### src/rtl/audio_pkg.sv
// Shared definitions for the codec audio paths (playback and capture).
// Both directions use the same sample width and slot length so that one
// frame clock period serves the DAC and the ADC alike.
package audio_pkg;

  // Sample width per channel.
  localparam int SAMPLE_W = 24;

  // Bit-clock cycles per channel half-frame. This is the default; a frame
  // is two slots long.
  localparam int DEFAULT_SLOT = 25;

  // Which half of the frame is active. The encoding matches the level of
  // the codec frame clock: 0 = left, 1 = right.
  typedef enum logic {
    SLOT_LEFT  = 1'b0,
    SLOT_RIGHT = 1'b1
  } slot_e;

endpackage : audio_pkg

### src/rtl/audio_in.sv
// Codec capture path. Generates the ADC frame clock, deserialises
// left-justified MSB-first samples from the codec data pin, and presents
// each completed left/right pair through a one-deep valid/ready register.
// Data is sampled on the falling edge of the bit clock, which is the
// rising edge of AUD_BCLK. Everything else updates on the rising edge.
module audio_in
  import audio_pkg::*;
#(
  parameter int BITS = SAMPLE_W,     // sample width per channel
  parameter int SLOT = DEFAULT_SLOT  // cycles per half-frame, >= BITS+1
) (
  input  logic            clock12500khz,
  input  logic            resetn,
  input  logic            adcdat,
  output logic            adclrck,
  output logic [BITS-1:0] left,
  output logic [BITS-1:0] right,
  output logic            sample_valid,
  input  logic            sample_ready,
  output logic            overrun
);

  // Counter width: wide enough for 0..SLOT-1.
  localparam int CW = (SLOT > 1) ? $clog2(SLOT) : 1;

  // Last cycle of a slot; the counter wraps after it.
  localparam logic [CW-1:0] C_LAST = CW'(SLOT - 1);
  // Cycle carrying the LSB; the word completes at the posedge ending it.
  localparam logic [CW-1:0] C_DONE = CW'(BITS - 1);
  // First ignored cycle; bits sampled from here to C_LAST are dropped.
  localparam logic [CW-1:0] C_BITS = CW'(BITS);

  // Slot sequencer state.
  slot_e          slot_q, slot_d;
  logic [CW-1:0]  c_q, c_d;
  // Set by reset: the sequencer sits in a right slot with a wrap pending,
  // so the first posedge after release starts left cycle 0.
  logic           wrap_q, wrap_d;

  // Data path registers.
  logic            adc_bit;      // falling-edge capture of adcdat
  logic [BITS-1:0] shift_q;      // serial-to-parallel shifter
  logic [BITS-1:0] shift_next;   // shifter contents including this bit
  logic [BITS-1:0] staging_q;    // completed left word awaiting its pair

  // Decoded strobes for the current cycle.
  logic shift_en;
  logic left_done;
  logic pair_done;
  logic accept;

  // Sample the serial data on the falling bit-clock edge, half a cycle
  // after the codec launches it, to give setup margin in both directions.
  always_ff @(negedge clock12500khz or negedge resetn) begin
    if (!resetn) begin
      adc_bit <= 1'b0;
    end else begin
      // NOTE: sequential state is always assigned with <= so every flop
      // samples pre-edge values regardless of statement order.
      adc_bit <= adcdat;
    end
  end

  // Slot sequencer state register; the frame clock is registered from the
  // next-state slot so it changes exactly when the slot does.
  always_ff @(posedge clock12500khz or negedge resetn) begin
    if (!resetn) begin
      slot_q  <= SLOT_RIGHT;
      c_q     <= '0;
      wrap_q  <= 1'b1;
      adclrck <= 1'b1;
    end else begin
      slot_q  <= slot_d;
      c_q     <= c_d;
      wrap_q  <= wrap_d;
      adclrck <= (slot_d == SLOT_RIGHT);
    end
  end

  // Slot sequencer next state: count 0..SLOT-1 and flip slots on wrap.
  always_comb begin
    // NOTE: every variable written here gets a default first, so no path
    // leaves it unassigned and no latch is inferred.
    slot_d = slot_q;
    c_d    = c_q;
    wrap_d = 1'b0;
    if (wrap_q) begin
      slot_d = SLOT_LEFT;
      c_d    = '0;
    end else if (c_q == C_LAST) begin
      c_d    = '0;
      slot_d = (slot_q == SLOT_LEFT) ? SLOT_RIGHT : SLOT_LEFT;
    end else begin
      c_d    = c_q + 1'b1;
    end
  end

  // Cycle decode: which data-path actions happen at the coming posedge.
  always_comb begin
    shift_en   = !wrap_q && (c_q < C_BITS);
    left_done  = !wrap_q && (slot_q == SLOT_LEFT)  && (c_q == C_DONE);
    pair_done  = !wrap_q && (slot_q == SLOT_RIGHT) && (c_q == C_DONE);
    accept     = sample_valid && sample_ready;
    shift_next = {shift_q[BITS-2:0], adc_bit};
  end

  // Shift in one data bit per cycle during the data portion of each slot.
  // Exactly BITS bits are shifted per slot, so the previous word falls out
  // without an explicit clear.
  always_ff @(posedge clock12500khz or negedge resetn) begin
    if (!resetn) begin
      shift_q <= '0;
    end else if (shift_en) begin
      shift_q <= shift_next;
    end
  end

  // Hold the completed left word until the matching right word arrives.
  always_ff @(posedge clock12500khz or negedge resetn) begin
    if (!resetn) begin
      staging_q <= '0;
    end else if (left_done) begin
      staging_q <= shift_next;
    end
  end

  // One-deep holding register with valid/ready handshake. A new pair
  // always wins; overwriting an unconsumed pair flags an overrun, while a
  // pair accepted on the same edge is not lost.
  always_ff @(posedge clock12500khz or negedge resetn) begin
    if (!resetn) begin
      left         <= '0;
      right        <= '0;
      sample_valid <= 1'b0;
      overrun      <= 1'b0;
    end else begin
      overrun <= 1'b0;
      if (pair_done) begin
        left         <= staging_q;
        right        <= shift_next;
        sample_valid <= 1'b1;
        overrun      <= sample_valid && !sample_ready;
      end else if (accept) begin
        sample_valid <= 1'b0;
      end
    end
  end

endmodule : audio_in

### config.mk
export PLATFORM = sky130hd
export DESIGN_NAME = audio_in
export DESIGN_NICKNAME = d
export VERILOG_FILES = /design/src/rtl/audio_pkg.sv /design/src/rtl/audio_in.sv
export SDC_FILE = /design/constraint.sdc
export NUM_CORES = 1
export LEC_CHECK = 0
export ABC_CLOCK_PERIOD_IN_PS = 1500
export CORE_ASPECT_RATIO = 0.9
export CORE_MARGIN = 4
export CORE_UTILIZATION = 40
export CTS_BUF_LIST = sky130_fd_sc_hd__clkbuf_16
export CTS_CLUSTER_DIAMETER = 50
export DETAILED_ROUTE_END_ITERATION = 10
export PLACE_DENSITY = 0.62
export SYNTH_ARGS = -nofsm -noshare
export SYNTH_HDL_FRONTEND = slang
export SYNTH_SLANG_ARGS = --single-unit
### constraint.sdc
create_clock -name clock12500khz -period 1.5 [get_ports clock12500khz]
set_input_delay 0.45 -clock clock12500khz [delete_from_list [all_inputs] [get_ports clock12500khz]]
set_output_delay 0.45 -clock clock12500khz [all_outputs]
set_load 0.01 [all_outputs]
# After elaboration in Yosys (flattened, before gate mapping)
# Index checks and enable logic that the tools add are counted.
[classes] n_eq_ne=2 n_mux=8 n_reduce_logical=11 magnitude_cmp=1 add_sub_neg=1 bitwise=1
[ops] op="5-bit equality test, second input constant" count=2
[ops] op="5-bit two-way mux" count=2
[ops] op="1-bit logical AND" count=7
[ops] op="1-bit two-way mux" count=6
[ops] op="5-bit by 1-bit adder with 5-bit output, second input constant" count=1
[ops] op="5-bit less-than comparator, second input constant" count=1
[ops] op="2-bit nonzero test" count=2
[ops] op="1-bit logical NOT" count=2
[ops] op="1-bit NOT" count=1
[word_totals] regBits=105 wordCells=34 out_inout_bits=51 in_bits=4

# Depth between registers and ports, before layout
# Gate-level depths: netlist of run 1.
[depth] word_depth=4 mapped_depth=6 ltp_nobuf=4

==> results of run 1 <==
worst register-to-register path: stages (launching register included):
cell and delay (ns):
sky130_fd_sc_hd__dfrtp_1 0.35, sky130_fd_sc_hd__ha_2 0.18, sky130_fd_sc_hd__and4b_2 0.24, sky130_fd_sc_hd__and3b_4 0.27, sky130_fd_sc_hd__buf_12 0.20, sky130_fd_sc_hd__mux2_4 0.32
placed cells by master (no fill, tap or decap), types with 2 or more instances in the layout:
cell type	n
sky130_fd_sc_hd__nor2_1	6
sky130_fd_sc_hd__inv_1	6
sky130_fd_sc_hd__dfrtp_1	102
sky130_fd_sc_hd__inv_6	4
sky130_fd_sc_hd__dfstp_2	2
sky130_fd_sc_hd__buf_12	6
sky130_fd_sc_hd__mux2_4	49
sky130_fd_sc_hd__buf_6	2
sky130_fd_sc_hd__clkbuf_16	11
sky130_fd_sc_hd__buf_4	16
sky130_fd_sc_hd__clkdlybuf4s50_1	2
sky130_fd_sc_hd__xor2_1	2
sky130_fd_sc_hd__nand3_1	2
sky130_fd_sc_hd__dlygate4sd2_1	41
sky130_fd_sc_hd__bufinv_16	2
sky130_fd_sc_hd__clkdlybuf4s15_1	9
sky130_fd_sc_hd__mux2_2	47
routing by layer:
metal	up-vias	share of wire [%]	GRT usage [%]
met5	-	0	0
met4	0	1.3	4.275
met3	7	4.3	3.549
met2	35	48	17.89
met1	1097	47	15.82
li1	988	-	-
final timing paths:
| check | from | endpoint | slack (ns) |
|---|---|---|---|
| min | resetn | left[21] | 0.20 |
| max | c_q[1] | left[5] | -0.17 |
| min in group clock12500khz | sample_valid | sample_valid | 0.49 |
| min reg2reg | sample_valid | sample_valid | 0.49 |
| max in group asynchronous | resetn | adc_bit | 0.84 |
| max reg2reg | c_q[1] | left[5] | -0.17 |
state kept, by name, summed over array words and instances (netlist names):
signal        flops
shift_q          23
slot_q            1
sample_valid      1
left             24
c_q               5
staging_q        24
right            24
overrun           1
wrap_q            1
adc_bit           1
power by group:
part | internal, mW | switching [mW]
Combinational | 0.270 | 0.152
Clock | 1.48 | 1.02
Sequential | 3.11 | 0.271
Total | 4.86 | 1.45
what timing repair did:
| action | CTS | global route |
|---|---|---|
| resized for setup | 54 | 17 |
| buffers inserted | 0 | 6 |
| endpoints found under the hold margin | 0 | 0 |
| pin swaps | 0 | 1 |
| setup endpoints to repair | 122 | 88 |
| cloned | 0 | 3 |
cells by family (layout without fill, tap and decap cells):
group	count (synthesis)	in the layout	share of synthesized area [%]
AOI/OAI and AO/OA	3	3	0.5444
buffers and inverters	15	100	2.571
muxes	96	96	30.49
other	1	1	0.09066
DFF	105	105	63.58
and+or+nand+nor	12	12	1.482
xor gates and xnor gates	3	3	0.6353
adders and majority gates	2	2	0.6049
per-stage QoR:
stage               area (µm²)  std cells
finish                    5359        448
CTS                       5206        439
global placement          4950        423
floorplan                 4163        237
global route              5359        448
detailed placement        4950        423
final cells by class:
class,count,area [µm²]
clock inverter,7,98.84
multi-input combinational,117,1431
fill,837,4511
sequential,105,2630
timing repair buffer,79,797.0
inverter,5,18.77
clock buffer,9,225.2
tap,126,157.7
==> results_dict.tcl, run 1 <==
set metrics [dict create \
    ys_warn_count 0 \
    detail_route.iter0.violations 51 \
    die_w_um 115.2 \
    end_kind "flop" \
    number_of_enable_type_register_cells_in_the_synthesized_netlist 0 \
    synthMostInstantiatedCell "sky130_fd_sc_hd__dfrtp_1" \
    finalPower_mw 6.302 \
    maxCapViolCount 0 \
    cts.reportedPaths.clkPinSlew_ns 0.07 \
    slew_viol_final 0 \
    core_area_mm2 0.009869 \
    total_number_of_vias 2127 \
    period_needed_ns 1.672 \
    antennaDiodeCount 0 \
    place_congestion 0.6436 \
    grtUsageTotal_pct 11.74 \
    critPathTopFamily "simple AND/OR/NAND/NOR gates" \
    ffs_w_async_s_r_synth_pct 100.0 \
    report.final.hold_viol_count 0 \
    die_area_mm2 0.01203 \
    fin_setup_tns_ns -10.40 \
    place_worst_setup_slack_ns -0.2660 \
    synth_nets 243 \
    gr-total-overflow 0 \
    synth_area_mm2 0.004136 \
    leakagePower_nw 2.787 \
    detailedPlacementHpwl_um 4212 \
    run_status "complete, but fails checks" \
    clock_sinks 105 \
    max_freq_ghz 0.5981 \
    post_synth_main_area_contributors "sky130_fd_sc_hd__dfrtp_1 62%, sky130_fd_sc_hd__mux2_4 17%, sky130_fd_sc_hd__mux2_2 13%, sky130_fd_sc_hd__buf_6 1.6%, sky130_fd_sc_hd__dfstp_2 1.3%" \
    grt_start_max_net_pins 105 \
    remaining_drc_errors 0 \
    placement.io_buffers 54 \
    cts.path.max_buffers 2 \
    critical_path_buf_inv_count 1 \
    dieHeight_um 104.5 \
    cp_slowest_cell "sky130_fd_sc_hd__dfrtp_1" \
    worst_clock_skew_ns 0.009261 \
    reg2regPathDepth 5 \
    ios 55 \
    syn2layout_area_growth_pct 29.55 \
    grt_pass1_vias 2182 \
    final_nets 323 \
    synth.distinct_cells 21 \
    worstPathArrival_ns 1.89 \
    cts_tree "yes" \
    std_cell_rows 34 \
    crit_chain "ha_2 > and4b_2 > and3b_4 > buf_12 > mux2_4" \
    cp_slowest_stage_delay_ns 0.35 \
    post_cts_hold_buffers 0 \
    synth-seq-area-share_pct 63.58 \
    htree_levels 3 \
    postSynth.topFlopCell "sky130_fd_sc_hd__dfrtp_1" \
    avgSynthCellArea_um2 17.45 \
    initial_utilization_pct 41.91 \
    timing.critical_path.fanout_max 18 \
    tightest_slew_ns 0.5355 \
    root_buffer "sky130_fd_sc_hd__clkbuf_16" \
    holdWs_ns 0.2004 \
    final_number_of_setup_violating_endpoints 72 \
    postRouteAntennaNets 0 \
    power.density_cell_area_mw_per_mm2 1176 \
    violations "negative setup slack" \
    cp.depth 5 \
    syn-instance-count 237 \
    synth_largest_type_area_fraction_pct 61.71 \
    grt_setup_unrepaired "yes" \
    crit_required_ns 1.71 \
    timing.setup.critical_path_class "reg2reg" \
    cts_buffers 9 \
    antenna_found_initial 0 \
    synthTopCellsByCount "102 x sky130_fd_sc_hd__dfrtp_1, 48 x sky130_fd_sc_hd__mux2_2, 48 x sky130_fd_sc_hd__mux2_4" \
    utilization_pct 54.30 \
    yosys_register_bits 105 \
    finalWorstSetupSlack_ns -0.1719 \
    worst_ir_drop_on_vdd_mv 0.8375 \
    drt_pre_antenna_iters 4 \
    drive_above_1_share_pct 45.03 \
    slew-limit-headroom_pct 64.30 \
    post_drt_wl_per_cell_um 15.31 \
    first_pass_grt_wire_length_um 11180 \
    min_period_over_period_pct 111.5 \
    yosys.area.top_type "sky130_fd_sc_hd__dfrtp_1" \
    totalWireLength_um 6858 \
    worstHoldPathType "in2async" \
    insertion_delay_ns 0.33 \
    avgViaCountPerCell 4.748 \
    worstSetupStartpointType "flop" \
]
Note: power is estimated with default switching activity, not from simulation.
==> run 2, diff against run 1 <==
Settings changed: CAP_MARGIN from default to 20.
==> results of run 2 <==
The final DEF is identical to that of run 1; final timing and power are the same.
==> run 3, diff against run 2 <==
Settings changed: ABC_CLOCK_PERIOD_IN_PS 1500 to 1700, CTS_CLUSTER_SIZE from default to 10, PLACE_DENSITY 0.62 to 0.6, SKIP_CTS_REPAIR_TIMING from default to 1.
Clock period 1.5 ns to 1.7 ns, I/O delays scaled along.
==> results_dict.tcl, run 3 (synthesized netlist as in run 1, its figures left out) <==
set metrics [dict create \
    fin_setup_tns_ns -1.131 \
    core_area_mm2 0.009869 \
    detailedPlacementHpwl_um 4296 \
    cts.reportedPaths.clkPinSlew_ns 0.07 \
    holdWs_ns 0.2176 \
    report.final.hold_viol_count 0 \
    syn2layout_area_growth_pct 30.61 \
    detail_route.iter0.violations 66 \
    final_number_of_setup_violating_endpoints 39 \
    cts.path.max_buffers 2 \
    place_congestion 0.6610 \
    worstHoldPathType "in2async" \
    grt_pass1_vias 2273 \
    ios 55 \
    post_drt_wl_per_cell_um 15.63 \
    remaining_drc_errors 0 \
    finish.instance_area_mm2 0.005403 \
    grt_start_max_net_pins 105 \
    worst_ir_drop_on_vdd_mv 0.5835 \
    die_area_mm2 0.01203 \
    die_w_um 115.2 \
    most_used_cells_in_the_layout_excluding_fill_and_tap_cells "102 x sky130_fd_sc_hd__dfrtp_1, 51 x sky130_fd_sc_hd__dlymetal6s2s_1, 48 x sky130_fd_sc_hd__mux2_4, 48 x sky130_fd_sc_hd__mux2_2, 11 x sky130_fd_sc_hd__buf_4" \
    cts_tree "yes" \
    avgViaCountPerCell 4.782 \
    worst_clock_skew_ns 0.01073 \
    maxCapViolCount 0 \
    power.density_cell_area_mw_per_mm2 988.5 \
    dpl_cell_area_mm2 0.004912 \
    dieHeight_um 104.5 \
    slew-limit-headroom_pct 62.36 \
    violations "negative setup slack" \
    root_buffer "sky130_fd_sc_hd__clkbuf_16" \
    drt_pre_antenna_iters 4 \
    first_pass_grt_wire_length_um 11560 \
    antennaDiodeCount 0 \
    leakagePower_nw 3.457 \
    clock_sinks 105 \
    timing.critical_path.fanout_max 18 \
    max_freq_ghz 0.5691 \
    tightest_slew_ns 0.5646 \
    gr-total-overflow 0 \
    drive_above_1_share_pct 42.99 \
    std_cell_rows 34 \
    finalWorstSetupSlack_ns -0.05721 \
    grt_setup_unrepaired "yes" \
    insertion_delay_ns 0.34 \
    run_status "complete, but fails checks" \
    totalWireLength_um 6877 \
    htree_levels 3 \
    antenna_found_initial 0 \
    grtUsageTotal_pct 11.97 \
    placement.io_buffers 54 \
    period_needed_ns 1.757 \
    layout_commonest_cell "sky130_fd_sc_hd__dfrtp_1" \
    fillerInstances 804 \
    total_number_of_vias 2104 \
    dp.cells 420 \
    initial_utilization_pct 41.91 \
    slew_viol_final 0 \
    worstSetupStartpointType "flop" \
    cts_buffers 9 \
    end_kind "flop" \
    timing.setup.critical_path_class "reg2reg" \
    final_nets 315 \
    reg_top3 "left: 24 flops, right: 24 flops, staging_q: 24 flops" \
    min_period_over_period_pct 103.4 \
    crit_required_ns 1.92 \
    worstPathArrival_ns 1.97 \
    instances_no_fill 440 \
    postRouteAntennaNets 0 \
]
-- run 3: cell types whose count changed in the layout (fill, tap and decap cells not counted), sizes merged, moves of 4 or more --
cell           delta
buf               -8
dlymetal6s2s     +51
clkdlybuf4s15     -9
inv               -4
dlygate4sd2      -41
clkinv            +4
-- run 3: worst max-delay path, stage by stage, from the launching register on --
cell                      delay, ns
sky130_fd_sc_hd__dfrtp_1       0.36
sky130_fd_sc_hd__ha_2          0.20
sky130_fd_sc_hd__and4b_1       0.24
sky130_fd_sc_hd__and3b_4       0.30
sky130_fd_sc_hd__buf_12        0.21
sky130_fd_sc_hd__mux2_4        0.31
-- run 3: per-stage QoR --
stage	setup WS, ns	utilization (%)	total power, mW
after floorplan	0.04434	-	3.196
after global placement	-0.2161	49.77	3.374
after detailed placement	-0.2280	49.77	3.388
after CTS	-0.2763	52.79	5.422
after global routing	-0.1185	54.74	5.624
final	-0.05721	54.74	5.341
-- run 3: power breakdown --
| part | switching (mW) | internal, mW | leakage [nW] |
|---|---|---|---|
| registers | 0.235 | 2.74 | 1.41 |
| logic | 0.131 | 0.226 | 1.90 |
| clock network | 0.867 | 1.14 | 0.147 |
-- run 3: metal layers --
| metal | track usage [%] | wire length, µm | up-vias |
|---|---|---|---|
| li1 | - | - | 978 |
| met1 | 16.27 | 3214 | 1081 |
| met2 | 18.51 | 3275 | 37 |
| met3 | 3.781 | 304 | 8 |
| met4 | 3.269 | 81 | 0 |
| met5 | 0 | 0 | - |
-- run 3: layout make-up --
type	instances	area, µm²	share of cell area (%)
inverters	5	18.77	0.3474
multi-input cells	117	1418	26.24
well taps	126	157.7	2.918
repair buffers	71	880.8	16.30
clock buffers	9	225.2	4.169
clock inverters	7	72.57	1.343
flip-flops and latches	105	2630	48.68
-- run 3: final timing paths --
kind	start	end	slack [ns]	cells past startpoint
setup / recovery	c_q[1]	right[19]	-0.06	5
hold / removal	resetn	left[21]	0.22	2
setup reg to reg	c_q[1]	right[19]	-0.06	5
hold reg to reg	sample_valid	sample_valid	0.49	1
max in group asynchronous	resetn	adc_bit	0.88	1
min in group clock12500khz	sample_valid	sample_valid	0.49	1
